==> src/rtl/csr_alu.sv <==
// CSR execution unit: runs CSRRW/S/C(I) read-modify-write sequences against the CSR port.
// Optional: define CSR_ALU_RO_CHECK_EN to flag writes to read-only CSRs (addr[11:10] == 2'b11).

package core_config_pkg;
  localparam int XLEN       = 32;
  localparam int CSR_ADDR_W = 12;
endpackage

module csr_alu #(
  parameter int TAG_W      = 6,
  parameter int XLEN       = core_config_pkg::XLEN,
  parameter int CSR_ADDR_W = core_config_pkg::CSR_ADDR_W
) (
  input  logic                  clk,
  input  logic                  clk_en,
  input  logic                  rst_n,
  input  logic                  flush,
  input  logic                  in_valid,
  output logic                  in_ready,
  input  logic [2:0]            in_op,
  input  logic [CSR_ADDR_W-1:0] in_addr,
  input  logic [XLEN-1:0]       in_rs1_val,
  input  logic [4:0]            in_rs1_idx,
  input  logic [TAG_W-1:0]      in_tag,
  output logic [CSR_ADDR_W-1:0] csr_ra,
  input  logic [XLEN-1:0]       csr_rd,
  input  logic                  csr_err,
  output logic [CSR_ADDR_W-1:0] csr_wa,
  output logic                  csr_we,
  output logic [XLEN-1:0]       csr_wd,
  output logic                  out_valid,
  input  logic                  out_ready,
  output logic [XLEN-1:0]       out_data,
  output logic [TAG_W-1:0]      out_tag,
  output logic                  out_err
);

  typedef enum logic [1:0] {IDLE, READ, WRITE, RESP} state_t;

  state_t                state;
  logic [2:0]            op_q;
  logic [CSR_ADDR_W-1:0] addr_q;
  logic [XLEN-1:0]       rs1_val_q;
  logic [4:0]            rs1_idx_q;

  logic [XLEN-1:0] src;
  logic [XLEN-1:0] new_val;
  logic            do_write;
  logic            violation;
  logic            in_write;

  assign src      = op_q[2] ? {{(XLEN-5){1'b0}}, rs1_idx_q} : rs1_val_q;
  assign do_write = (op_q[1:0] == 2'b01) || (rs1_idx_q != '0);

`ifdef CSR_ALU_RO_CHECK_EN
  assign violation = do_write && (addr_q[CSR_ADDR_W-1 -: 2] == 2'b11);
`else
  assign violation = 1'b0;
`endif

  // NOTE: every always_comb output gets a default first so no path can infer a latch.
  always_comb begin
    new_val = src;
    case (op_q[1:0])
      2'b10:   new_val = csr_rd | src;
      2'b11:   new_val = csr_rd & ~src;
      default: new_val = src;
    endcase
  end

  // csr_rd only becomes valid during WRITE, so the write strobe must be combinational from it.
  assign in_write  = (state == WRITE) && rst_n;
  assign csr_we    = in_write && clk_en && do_write && !csr_err && !violation && !flush;
  assign csr_wa    = in_write ? addr_q  : '0;
  assign csr_wd    = in_write ? new_val : '0;
  assign out_valid = (state == RESP) && rst_n && !flush;
  assign in_ready  = (state == IDLE) && !flush && clk_en;

  // NOTE: all state updates use non-blocking assignments so every register samples pre-edge values.
  always_ff @(posedge clk) begin
    if (!rst_n) begin
      state     <= IDLE;
      op_q      <= '0;
      addr_q    <= '0;
      rs1_val_q <= '0;
      rs1_idx_q <= '0;
      csr_ra    <= '0;
      out_data  <= '0;
      out_tag   <= '0;
      out_err   <= 1'b0;
    end else if (clk_en) begin
      if (flush && state != IDLE) begin
        state <= IDLE;
      end else begin
        case (state)
          IDLE: begin
            if (in_valid && in_ready) begin
              op_q      <= in_op;
              addr_q    <= in_addr;
              rs1_val_q <= in_rs1_val;
              rs1_idx_q <= in_rs1_idx;
              out_tag   <= in_tag;
              if (in_op[1:0] == 2'b00) begin
                state    <= RESP;
                out_data <= '0;
                out_err  <= 1'b1;
              end else begin
                state  <= READ;
                csr_ra <= in_addr;
              end
            end
          end
          READ:  state <= WRITE;
          WRITE: begin
            out_data <= csr_err ? '0 : csr_rd;
            out_err  <= csr_err || violation;
            state    <= RESP;
          end
          RESP: if (out_ready) state <= IDLE;
          default: state <= IDLE;
        endcase
      end
    end
  end

endmodule
==> config.mk <==
export PLATFORM = sky130hd
export DESIGN_NAME = csr_alu
export DESIGN_NICKNAME = d
export VERILOG_FILES = /design/src/rtl/csr_alu.sv
export SDC_FILE = /design/constraint.sdc
export NUM_CORES = 1
export LEC_CHECK = 0
export ABC_AREA = 1
export CORE_MARGIN = 4
export CORE_UTILIZATION = 40
export CTS_CLUSTER_DIAMETER = 150
export DETAILED_ROUTE_END_ITERATION = 6
export HOLD_SLACK_MARGIN = 0.12
export PLACE_DENSITY = 0.88
export SLEW_MARGIN = 10
export SYNTH_ARGS = -nofsm -noshare
export SYNTH_HDL_FRONTEND = slang
export SYNTH_SLANG_ARGS = --single-unit
==> constraint.sdc <==
create_clock -name clk -period 1.4 [get_ports clk]
set_input_delay 0.28 -clock clk [delete_from_list [all_inputs] [get_ports clk]]
set_output_delay 0.28 -clock clk [all_outputs]
set_load 0.02 [all_outputs]
==> results.md <==
* Placed Area at 8065 um2
* Leakage at between 4 and 5 nW
* Die X at between 100 and 150 um
* CTS Buffer Depth at 2
* Clock root buffer master: clkbuf_16
* Port bufs at between 150 and 200
* Number of global-route vias before repair at roughly 6,900
* CP max FO at 9
* Failing checks: negative setup slack
* Pwr/cell area at just under 1000 nW/um2
* Largest net degree at the start of global routing at 92
* Initial antenna violation count at 0
* Filler cell count in the final layout at roughly 500
* Detailed Place HPWL at between 10,000 and 15,000 um
* GRT overflow at 0
* DR DRC count at 0
* Core ar. at roughly 12,000 um2
* Routed Antenna Nets at 0
* Height of the die at between 100 and 150 um
* Min-delay src: out_tag[2]
* Final Cell Area at between 10,000 and 15,000 um2
* Clk_skew at 0.01339 ns
* Cell depth of the worst min-delay path at 2
* Worst skew pair latency at slightly below 0.4 ns
* Starting density of the core at approximately 41%
* Number of synthesized register bits at 105
* Setup WS post-layout at -0.8556 ns
* Worst hold slack at between 0.4 and 0.5 ns
* Register area share after synthesis at 42.49%
* Worst VDD drop at around 0.00075 V
* Max Cap Viol at 0
* Via density at 6.141
* Gpl congestion at slightly below 0.9
* Top Ports at between 150 and 200
* Setup Crit Path Kind: flop to output port
* Final WL at ~33,000 um
* Hold Crit Class: flop to flop
* Worst Tran Pin Value at around 0.73 ns
* Clock sink count at around 110
* Vias at between 7,000 and 8,000
* R2r startpoint: state[0]
* Yosys warning count at 0
* Top cells by area, synth: dfxtp_1 (42%), nor2_1 (11%), nand2_1 (8.5%)
* Antenna cells at 0
* Syn Nets at approximately 840
* Syn avg cell area at around 6.7 um2
* CTS Hold Bufs at 0
* Post-synth top area share at 42.49%
* Hold Fails Final Rpt at 0
* DIE AREA at roughly 14,000 um2
* Hold Path End: out_tag[2]
* Wire length per cell at between 20 and 30 um
* CTS tree: yes
* Reg2reg end: out_data[12]
* Final TNS setup at -71.73 ns
* DRT Pass-1 Iters at 6
* Fmax at approximately 440 MHz
* Fin crit share at 161.1%
* Min Tclk post-route at about 2.3 ns
* Setup Viol. Count Final at approximately 150
* CTS Buf Count at 9
* Register-to-register setup slack at -0.70 ns
* Area delta synth->final at 114.4%
* Area of the mapped netlist at between 4000 and 5000 um2
* H-tree Lvls at 3
* Initial drt markers at about 1,300
* Rows at 40
* Total track usage at 33.96%
* Status: complete, but fails checks
* Post-synth top area cell: dfxtp_1
* R2r worst-path depth at 14
* CP required at around 1.1 ns
* Final Max Slew Viols at 0
* Reg clk slew, reported paths at about 0.080 ns
* Element type at the critical path start: flop
* Cells after Synth at 737
* WP data arrival at between 1.5 and 2 ns
* Share of layout cells above drive strength 1 at between 40% and 50%
* Yosys cell types at 23
* First-pass GRT wire length at roughly 38,000 um
* Crit path capture type: output port
* RSZ-0062 raised after global routing: yes
* Final nets at approximately 1,100
* Relative slew slack at between 50% and 60%
repair_timing:
action,4_1_cts,5_1_grt
endpoints found under the hold margin,0,0
setup buffers,28,12
cloned,17,5
resized for setup,593,197
pin swaps,48,54
endpoints found under the setup margin,203,153
cells in the final DEF, fill, tap and decap left out, drive strengths merged:
cell type and instances:
clkinvlp 6, dlygate4sd2 49, clkinv 2, nor2 144, o22ai 13, bufinv 1, inv 88, ha 4
a21oi 82, clkbuf 16, o311a 13, nor3 30, dlymetal6s2s 1, nand2 114, o21ai 68, dfxtp 105
clkdlybuf4s50 93, a41oi 1, nand3 23, buf 181
state kept, by name (all words and copies together), names as in the netlist:
register   flops
addr_q        12
csr_ra        12
op_q           3
out_data      32
out_err        1
out_tag        6
rs1_idx_q      5
rs1_val_q     32
state          2
critical path, cell delays in order (launching register included):
cell	delay (ns)
dfxtp_2	0.34
inv_2	0.09
ha_4	0.21
nand2_8	0.10
buf_6	0.19
nor3_2	0.44
buf_4	0.23
power breakdown:
| part | leakage [nW] | total [mW] | internal (mW) | switching [mW] |
|---|---|---|---|---|
| clock | 0.135 | 2.73 | 1.40 | 1.33 |
| sequential | 0.857 | 3.37 | 3.23 | 0.149 |
| combinational | 3.49 | 4.25 | 1.80 | 2.45 |
through the flow:
stage	util, %	instances	setup WS, ns	power (mW)
2_1_floorplan	-	737	-0.1320	4.632
6_report	87.94	1202	-0.8556	10.36
3_5_place_dp	66.87	1137	-0.7640	5.794
3_3_place_gp	66.87	1137	-0.7312	5.722
5_1_grt	87.94	1202	-0.8922	10.55
4_1_cts	81.18	1194	-0.4439	9.277
Yosys cell counts:
cell type	instances
inv_1	86
clkbuf_2	1
nand3_1	21
nor2_4	1
nand3_2	2
clkbuf_1	32
nor2_1	141
buf_4	2
a21oi_1	82
o22ai_1	13
dfxtp_1	105
nand2_1	112
nor2_2	2
o21ai_0	68
buf_6	2
buf_2	11
a41oi_1	1
nor3_1	30
ha_1	4
nand2_2	2
inv_2	3
o311a_1	13
buf_1	3
worst max path at each step:
| stage | depth (start not counted) | from | to | slack, ns |
|---|---|---|---|---|
| CTS | 8 | state[0] | csr_wd[3] | -0.44 |
| global placement | 6 | clk_en | csr_we | -0.73 |
| floorplan | 8 | state[0] | csr_we | -0.13 |
| detailed placement | 6 | clk_en | csr_we | -0.76 |
| global route | 5 | op_q[0] | csr_wd[31] | -0.89 |
| finish | 6 | state[0] | csr_wd[9] | -0.86 |
routing by layer:
layer	up-vias	GRT usage [%]	wire, um
met5	-	0	176
met1	3365	35.40	10390
met2	720	57.86	14620
met3	330	9.924	4404
met4	6	24.76	3504
li1	2960	-	-
cell type report:
type,count,area (um2),area share (%)
clock buffers,9,225.2,2.123
inverters,89,372.9,3.515
clock inverters,7,77.57,0.7314
repair buffers,331,3687,34.76
multi-input cells,492,3914,36.90
well taps,168,210.2,1.982
repair inverters,1,7.507,0.07078
flip-flops and latches,105,2112,19.91
cells by family (layout without fill, tap and decap cells):
family | count (synthesis) | in the layout | share of synthesized area [%]
simple gates | 311 | 311 | 25.49
flops | 105 | 105 | 42.49
fa+ha+maj | 4 | 4 | 1.012
compound gates | 177 | 177 | 19.63
buf+inv | 140 | 437 | 11.38
Note: power is estimated with default switching activity, not from simulation.
